**config.mk**
```make
export PLATFORM = sky130hd
export DESIGN_NAME = mul_div_unit_flat
export DESIGN_NICKNAME = d
export VERILOG_FILES = /design/src/rtl/mul_div_unit_if.sv /design/src/rtl/mul_div_unit.sv /design/src/flat_wrapper.sv
export SDC_FILE = /design/constraint.sdc
export NUM_CORES = 1
export LEC_CHECK = 0
export ABC_CLOCK_PERIOD_IN_PS = 3700
export CORE_MARGIN = 2
export CORE_UTILIZATION = 30
export CTS_CLUSTER_SIZE = 28
export DETAILED_ROUTE_END_ITERATION = 6
export SYNTH_ARGS = -nofsm -noshare
export SYNTH_HDL_FRONTEND = slang
export SYNTH_SLANG_ARGS = --single-unit
export TNS_END_PERCENT = 100
```
**constraint.sdc**
```tcl
create_clock -name clk -period 3.7 [get_ports clk]
set_input_delay 0.925 -clock clk [delete_from_list [all_inputs] [get_ports clk]]
set_output_delay 0.925 -clock clk [all_outputs]
set_load 0.01 [all_outputs]
```
**src/rtl/mul_div_unit_if.sv**
```systemverilog
// mul_div_unit_if
// Handshake and data bundle between the EX stage and the multiply/divide unit.
//   start, op, a, b  : operation request; op and operands are sampled on accept
//   flush            : cancel the in-flight operation
//   hi_we, lo_we,
//   wdata            : MTHI/MTLO writes
//   busy             : operation in flight, EX stage must stall
//   done             : one-cycle pulse, hi/lo already hold the result
//   div_by_zero      : qualifies done for a divide with a zero divisor
//   hi, lo           : architectural HI/LO registers
// The master modport belongs to the EX stage, the slave modport to the unit.
interface mul_div_unit_if #(
  parameter int WIDTH = 32
);
  logic             start;
  logic [1:0]       op;
  logic [WIDTH-1:0] a;
  logic [WIDTH-1:0] b;
  logic             flush;
  logic             hi_we;
  logic             lo_we;
  logic [WIDTH-1:0] wdata;
  logic             busy;
  logic             done;
  logic             div_by_zero;
  logic [WIDTH-1:0] hi;
  logic [WIDTH-1:0] lo;

  modport master (
    output start, op, a, b, flush, hi_we, lo_we, wdata,
    input  busy, done, div_by_zero, hi, lo
  );

  modport slave (
    input  start, op, a, b, flush, hi_we, lo_we, wdata,
    output busy, done, div_by_zero, hi, lo
  );
endinterface

```
**src/rtl/mul_div_unit.sv**
```systemverilog
// mul_div_unit
// Multi-cycle multiply/divide unit owning the MIPS HI/LO registers.
// Runs MULT/MULTU/DIV/DIVU (op 00/01/10/11) on operand magnitudes and fixes
// the signs when the result is committed; also services MTHI/MTLO writes.
// Ports:
//   clk  : rising-edge clock
//   rst  : synchronous active-high reset
//   bus  : mul_div_unit_if.slave (request, flush, MTHI/MTLO, status, HI/LO)
// Build option:
//   MDU_FAST_MUL_EN defined   : multiplies use a single-cycle WIDTH x WIDTH
//                               multiplier and commit one edge after accept
//   MDU_FAST_MUL_EN undefined : shift-add multiplier, one bit per cycle
module mul_div_unit #(
  parameter int WIDTH = 32
) (
  input logic           clk,
  input logic           rst,
  mul_div_unit_if.slave bus
);
  localparam int            CW   = $clog2(WIDTH + 1);
  localparam logic [CW-1:0] LAST = CW'(WIDTH);

  typedef enum logic [1:0] {IDLE, MUL, DIV} state_t;

  state_t             state;
  state_t             next_state;
  logic [CW-1:0]      cnt;
  logic [WIDTH-1:0]   acc;
  logic [WIDTH-1:0]   mq;
  logic [WIDTH-1:0]   opb;
  logic               neg_res;
  logic               neg_rem;
  logic               busy_r;
  logic               done_r;
  logic               dbz_r;
  logic [WIDTH-1:0]   hi_r;
  logic [WIDTH-1:0]   lo_r;

  logic               accept;
  logic               commit;
  logic               iterate;
  logic               busy_next;
  logic               long_op;
  logic               a_neg;
  logic               b_neg;
  logic [WIDTH-1:0]   a_mag;
  logic [WIDTH-1:0]   b_mag;
  logic [2*WIDTH-1:0] prod_mag;
  logic [2*WIDTH-1:0] prod_fix;
  logic [WIDTH-1:0]   quo_fix;
  logic [WIDTH-1:0]   rem_fix;
  logic [WIDTH-1:0]   dvd_fix;
  logic [WIDTH:0]     div_shift;
  logic [WIDTH-1:0]   div_sub;
  logic               div_ge;
  logic [WIDTH-1:0]   div_rem;
`ifdef MDU_FAST_MUL_EN
`else
  logic [WIDTH:0]     mul_sum;
`endif

  // Signed ops work on magnitudes; the most negative value maps to 2^(WIDTH-1),
  // which still fits in WIDTH unsigned bits.
  always_comb begin
    a_neg = ~bus.op[0] & bus.a[WIDTH-1];
    b_neg = ~bus.op[0] & bus.b[WIDTH-1];
    a_mag = a_neg ? -bus.a : bus.a;
    b_mag = b_neg ? -bus.b : bus.b;
  end

  // One restoring-division step: shift the next dividend bit into the partial
  // remainder and subtract the divisor when it fits. When it fits, the true
  // difference is below the divisor, so the low WIDTH bits are exact.
  always_comb begin
    div_shift = {acc, mq[WIDTH-1]};
    div_ge    = div_shift >= {1'b0, opb};
    div_sub   = div_shift[WIDTH-1:0] - opb;
    div_rem   = div_ge ? div_sub : div_shift[WIDTH-1:0];
  end

`ifdef MDU_FAST_MUL_EN
`else
  // One shift-add step: {acc, mq} shifts right while the partial product
  // accumulates in acc; after WIDTH steps {acc, mq} is the full product.
  always_comb begin
    mul_sum = {1'b0, acc} + (mq[0] ? {1'b0, opb} : '0);
  end
`endif

  // Sign fix-up applied at commit. dvd_fix rebuilds the original dividend,
  // which HI receives on a divide by zero.
  always_comb begin
`ifdef MDU_FAST_MUL_EN
    prod_mag = {{WIDTH{1'b0}}, opb} * {{WIDTH{1'b0}}, mq};
`else
    prod_mag = {acc, mq};
`endif
    prod_fix = neg_res ? -prod_mag : prod_mag;
    quo_fix  = neg_res ? -mq : mq;
    rem_fix  = neg_rem ? -acc : acc;
    dvd_fix  = neg_rem ? -mq : mq;
  end

  // Next-state and control. Accept is evaluated in every state so that a
  // single-cycle op can be followed by a new one at its own commit edge.
  // Flush beats both commit and a simultaneous start.
  always_comb begin
    next_state = state;
    busy_next  = busy_r;
    commit     = 1'b0;
    accept     = bus.start & ~busy_r & ~bus.flush;
`ifdef MDU_FAST_MUL_EN
    long_op    = bus.op[1] & (bus.b != '0);
`else
    long_op    = ~bus.op[1] | (bus.b != '0);
`endif
    case (state)
`ifdef MDU_FAST_MUL_EN
      MUL:     commit = 1'b1;
`else
      MUL:     commit = (cnt == LAST);
`endif
      DIV:     commit = (opb == '0) | (cnt == LAST);
      default: commit = 1'b0;
    endcase
    if (bus.flush) begin
      commit = 1'b0;
    end
    iterate = (state != IDLE) & ~commit;
    if (bus.flush) begin
      next_state = IDLE;
      busy_next  = 1'b0;
    end else if (accept) begin
      next_state = bus.op[1] ? DIV : MUL;
      busy_next  = long_op;
    end else if (commit) begin
      next_state = IDLE;
      busy_next  = 1'b0;
    end
  end

  // State register plus the registered status outputs.
  always_ff @(posedge clk) begin
    if (rst) begin
      state  <= IDLE;
      busy_r <= 1'b0;
      done_r <= 1'b0;
      dbz_r  <= 1'b0;
    end else begin
      state  <= next_state;
      busy_r <= busy_next;
      done_r <= commit;
      dbz_r  <= commit & (state == DIV) & (opb == '0);
    end
  end

  // Operand capture on accept, then one multiply or divide step per cycle.
  always_ff @(posedge clk) begin
    if (rst) begin
      cnt     <= '0;
      acc     <= '0;
      mq      <= '0;
      opb     <= '0;
      neg_res <= 1'b0;
      neg_rem <= 1'b0;
    end else if (accept) begin
      cnt     <= '0;
      acc     <= '0;
      mq      <= a_mag;
      opb     <= b_mag;
      neg_res <= a_neg ^ b_neg;
      neg_rem <= a_neg;
    end else if (iterate) begin
      cnt <= cnt + 1'b1;
`ifdef MDU_FAST_MUL_EN
      acc <= div_rem;
      mq  <= {mq[WIDTH-2:0], div_ge};
`else
      if (state == DIV) begin
        acc <= div_rem;
        mq  <= {mq[WIDTH-2:0], div_ge};
      end else begin
        {acc, mq} <= {mul_sum, mq[WIDTH-1:1]};
      end
`endif
    end
  end

  // HI/LO: a committing op overrides any MTHI/MTLO write on the same edge.
  always_ff @(posedge clk) begin
    if (rst) begin
      hi_r <= '0;
      lo_r <= '0;
    end else if (commit) begin
      if (state == MUL) begin
        {hi_r, lo_r} <= prod_fix;
      end else if (opb == '0) begin
        hi_r <= dvd_fix;
        lo_r <= '1;
      end else begin
        hi_r <= rem_fix;
        lo_r <= quo_fix;
      end
    end else begin
      if (bus.hi_we) begin
        hi_r <= bus.wdata;
      end
      if (bus.lo_we) begin
        lo_r <= bus.wdata;
      end
    end
  end

  assign bus.busy        = busy_r;
  assign bus.done        = done_r;
  assign bus.div_by_zero = dbz_r;
  assign bus.hi          = hi_r;
  assign bus.lo          = lo_r;
endmodule

```
**src/flat_wrapper.sv**
```systemverilog
// flat-port wrapper written by rule: the top's interface ports become plain ports
module mul_div_unit_flat 
#(
  parameter int WIDTH = 32
)
  (clk, rst, bus_start, bus_op, bus_a, bus_b, bus_flush, bus_hi_we, bus_lo_we, bus_wdata, bus_busy, bus_done, bus_div_by_zero, bus_hi, bus_lo);
  mul_div_unit_if #(.WIDTH(WIDTH)) bus_i ();
  input logic clk;
  input logic rst;
  input wire logic [$bits(bus_i.start)-1:0] bus_start;
  input wire logic [$bits(bus_i.op)-1:0] bus_op;
  input wire logic [$bits(bus_i.a)-1:0] bus_a;
  input wire logic [$bits(bus_i.b)-1:0] bus_b;
  input wire logic [$bits(bus_i.flush)-1:0] bus_flush;
  input wire logic [$bits(bus_i.hi_we)-1:0] bus_hi_we;
  input wire logic [$bits(bus_i.lo_we)-1:0] bus_lo_we;
  input wire logic [$bits(bus_i.wdata)-1:0] bus_wdata;
  output wire logic [$bits(bus_i.busy)-1:0] bus_busy;
  output wire logic [$bits(bus_i.done)-1:0] bus_done;
  output wire logic [$bits(bus_i.div_by_zero)-1:0] bus_div_by_zero;
  output wire logic [$bits(bus_i.hi)-1:0] bus_hi;
  output wire logic [$bits(bus_i.lo)-1:0] bus_lo;
  assign bus_i.start = bus_start;
  assign bus_i.op = bus_op;
  assign bus_i.a = bus_a;
  assign bus_i.b = bus_b;
  assign bus_i.flush = bus_flush;
  assign bus_i.hi_we = bus_hi_we;
  assign bus_i.lo_we = bus_lo_we;
  assign bus_i.wdata = bus_wdata;
  assign bus_busy = bus_i.busy;
  assign bus_done = bus_i.done;
  assign bus_div_by_zero = bus_i.div_by_zero;
  assign bus_hi = bus_i.hi;
  assign bus_lo = bus_i.lo;
  mul_div_unit #(.WIDTH(WIDTH)) u_core (.clk(clk), .rst(rst), .bus(bus_i));
endmodule
```
==> reports/results.ini <==
[pwr]
total_power_mw = 6.11
irDropWorstVdd_mv = 0.344
power.density_nw_per_um2 = 311
leakage_nw = 7.55

[synth]
ys_async_sr_fraction = 0
syn_area_um2 = 15700
synth_largest_area_cell = dfxtp_1
synthAdderAreaFrac = 0.0609
synth_edf_count = 0
yosys_register_bits = 173
post_synth_mux_area_share = 0.0764
synth-simple-area-share = 0.192
synth_top_family_by_area = compound AO/OA/AOI/OAI gates
synthTopCellsByCount = 227 x nor2_1, 173 x dfxtp_1, 163 x a21oi_1, 161 x nand2_1, 146 x clkbuf_1
yosysSeqAreaShare = 0.221
ys.flop_type = dfxtp_1
synth-compound-area-share = 0.273
postSynthNetCount = 2267
netlist_instances = 2088
synthXorXnorAreaFrac = 0.120
synth_top_area_share = 0.221
yosysMostFrequentCell = nor2_1
synthTopCellsByArea = dfxtp_1 22%, xnor2_1 6.8%, mux2i_1 6.8%
syn_area_per_cell_um2 = 7.50
synth_cell_types = 89
yosysWarningCount = 0

[global_route]
grt_max_degree = 117
antenna_found_initial = 3
grt-ovfl-total = 0
grt_usage = 0.219
grt_pass1_vias = 15800
grt_pass1_wl_um = 92100

[cts]
htreeDepth = 4
cts.sinks = 173
cts_tree = yes
cts_buffers = 17
clk_latency_ns = 0.48
cts.hold.buffers_added = 0
clockRootBuffer = clkbuf_16
clk_pin_slew_ns = 0.08
clockBufferDepth = 2

[die]
core_um2 = 51500
row_count = 83
initial_utilization = 0.304
io_pins = 171
dieArea_um2 = 54100
die_h_um = 233
die_w_um = 233

[worst_setup_path]
crit_required_ns = 4.06
slowest_delay_ns = 0.42
worstPathCellList = inv_1 -> ha_1 -> nand2_1 -> a211o_1 -> a211oi_2 -> o31ai_1 -> buf_4 -> o31ai_4 -> a31oi_1 -> buf_4 -> o221ai_4 -> buf_12 -> mux2_1 -> a21oi_1 -> a21oi_1
start_kind = flop
crit_type = flop to flop
crit_path_end_kind = flop
critPathMaxFanout = 8
cp_slowest_cell = dfxtp_1
critPathArrivalTime_ns = 3.90

[placed_design]
gp_congestion = 0.984
dpl.cell_count = 2938
dp_slack_ns = -0.176
placed_area_um2 = 18900
hpwl_um = 47000
io_buffers = 170

[timing]
fmax_ghz = 0.283
rsz0062_at_grt = false
fin_crit_sh = 0.955
finClkSkew_ns = 0.0234
slew_violations = 0
fin_setup_tns_ns = 0
slew_headroom = 0.283
setup_ws_ns = 0.168
period_minus_slack_ns = 3.53
hold_viol = 0
setup_viol = 0
worstMarginPinSlew_ns = 1.07
hold_ws_ns = 0.492

[drt]
via_count = 16500
first_iter_violations = 1449
ant_nets = 0
drt_first_pass_iters = 5
routedWlPerCell_um = 20.2
drt-total-wl_um = 59900
drc = 0
viasPerCell = 5.55

[cells_and_area]
antenna_cells = 0
fin_cells = 2972
final_util = 0.382
layout.nets = 2458
area_delta_synth_final_pct = 25.5
final_cell_area_um2 = 19700
drive_above_1_share = 0.113
fill_cells = 5411

[run]
cap_violations = 0

[worst_hold_path]
hp-class = flop to flop

[outcome]
outcome = finished clean

## worst max-delay path, delay by kind of cell, from the launching register on
kind                     cells  cell delay, ns
adder cells (fa/ha/maj)      1            0.31
buffers and inverters        4            0.61
AO/OA/AOI/OAI                8            1.63
AND/OR/NAND/NOR              1            0.08
flip-flops                   1            0.42
multiplexers                 1            0.37
## cell type report
class	count	area (µm²)	area share
Clock buffer	17	425	0.0216
Tap cell	680	851	0.0433
Multi-Input combinational cell	1679	11400	0.579
Timing Repair Buffer	341	3040	0.155
Clock inverter	15	234	0.0119
Inverter	67	251	0.0128
Sequential cell	173	3470	0.176
## cell families (layout without fill, tap and decap cells)
kind of cell             count (synthesis)  after routing
adder cells (fa/ha/maj)                 75             75
AO/OA/AOI/OAI                          649            649
buffers and inverters                  236            440
flip-flops                             173            173
AND/OR/NAND/NOR                        624            624
multiplexers                           117            117
XOR/XNOR                               214            214
## flip-flops by register name, indices dropped and copies added (netlist names)
register / cells
u_core.opb: 32
u_core.bus.busy: 1
u_core.bus.done: 1
u_core.acc: 32
u_core.bus.div_by_zero: 1
u_core.cnt: 6
u_core.neg_res: 1
u_core.neg_rem: 1
u_core.state: 2
u_core.bus.hi: 32
u_core.bus.lo: 32
u_core.mq: 32
## cells in the final DEF, fill, tap and decap left out, drive strengths merged, types with 18 or more instances in the layout
master         instances
nor2                 227
dfxtp                173
buf                  173
clkdlybuf4s50        167
a21oi                163
nand2                161
a211oi               134
o21ai                131
xnor2                122
mux2i                106
xor2                  92
ha                    73
inv                   70
nor3                  42
a21o                  34
o31ai                 34
a221oi                33
or3                   31
nand3                 25
nor4                  24
o211ai                22
nand2b                19
clkbuf                18
or4                   18
## final timing paths
kind / from / endpoint / slack [ns] / cells after the start
setup / recovery: u_core.opb[3]$_SDFFE_PP0P_ / u_core.acc[16]$_SDFFE_PP0P_ / 0.17 / 15
hold / removal: u_core.opb[26]$_SDFFE_PP0P_ / u_core.opb[26]$_SDFFE_PP0P_ / 0.49 / 2
setup reg to reg: u_core.opb[3]$_SDFFE_PP0P_ / u_core.acc[16]$_SDFFE_PP0P_ / 0.17 / 15
hold reg to reg: u_core.opb[26]$_SDFFE_PP0P_ / u_core.opb[26]$_SDFFE_PP0P_ / 0.49 / 2
## layer usage
layer / vias up / routed length (µm) / global-route usage
met5: - / 0 / 0
met4: 0 / 1720 / 0.0730
met3: 87 / 4790 / 0.0494
met2: 555 / 25500 / 0.330
met1: 7872 / 27900 / 0.306
li1: 7988 / - / -
## report_power, final
| part | switching [mW] | internal, mW |
|---|---|---|
| registers | 0.106 | 1.96 |
| logic | 1.08 | 0.856 |
| clock network | 0.888 | 1.21 |
| total | 2.08 | 4.03 |
## timing repair
item | 4_1_cts | 5_1_grt
buffers inserted | 0 | 1
endpoints found under the hold margin | 0 | 0
resized for setup | 0 | 8
endpoints found under the setup margin | 0 | 14
Power figures use the tool's default switching activity.
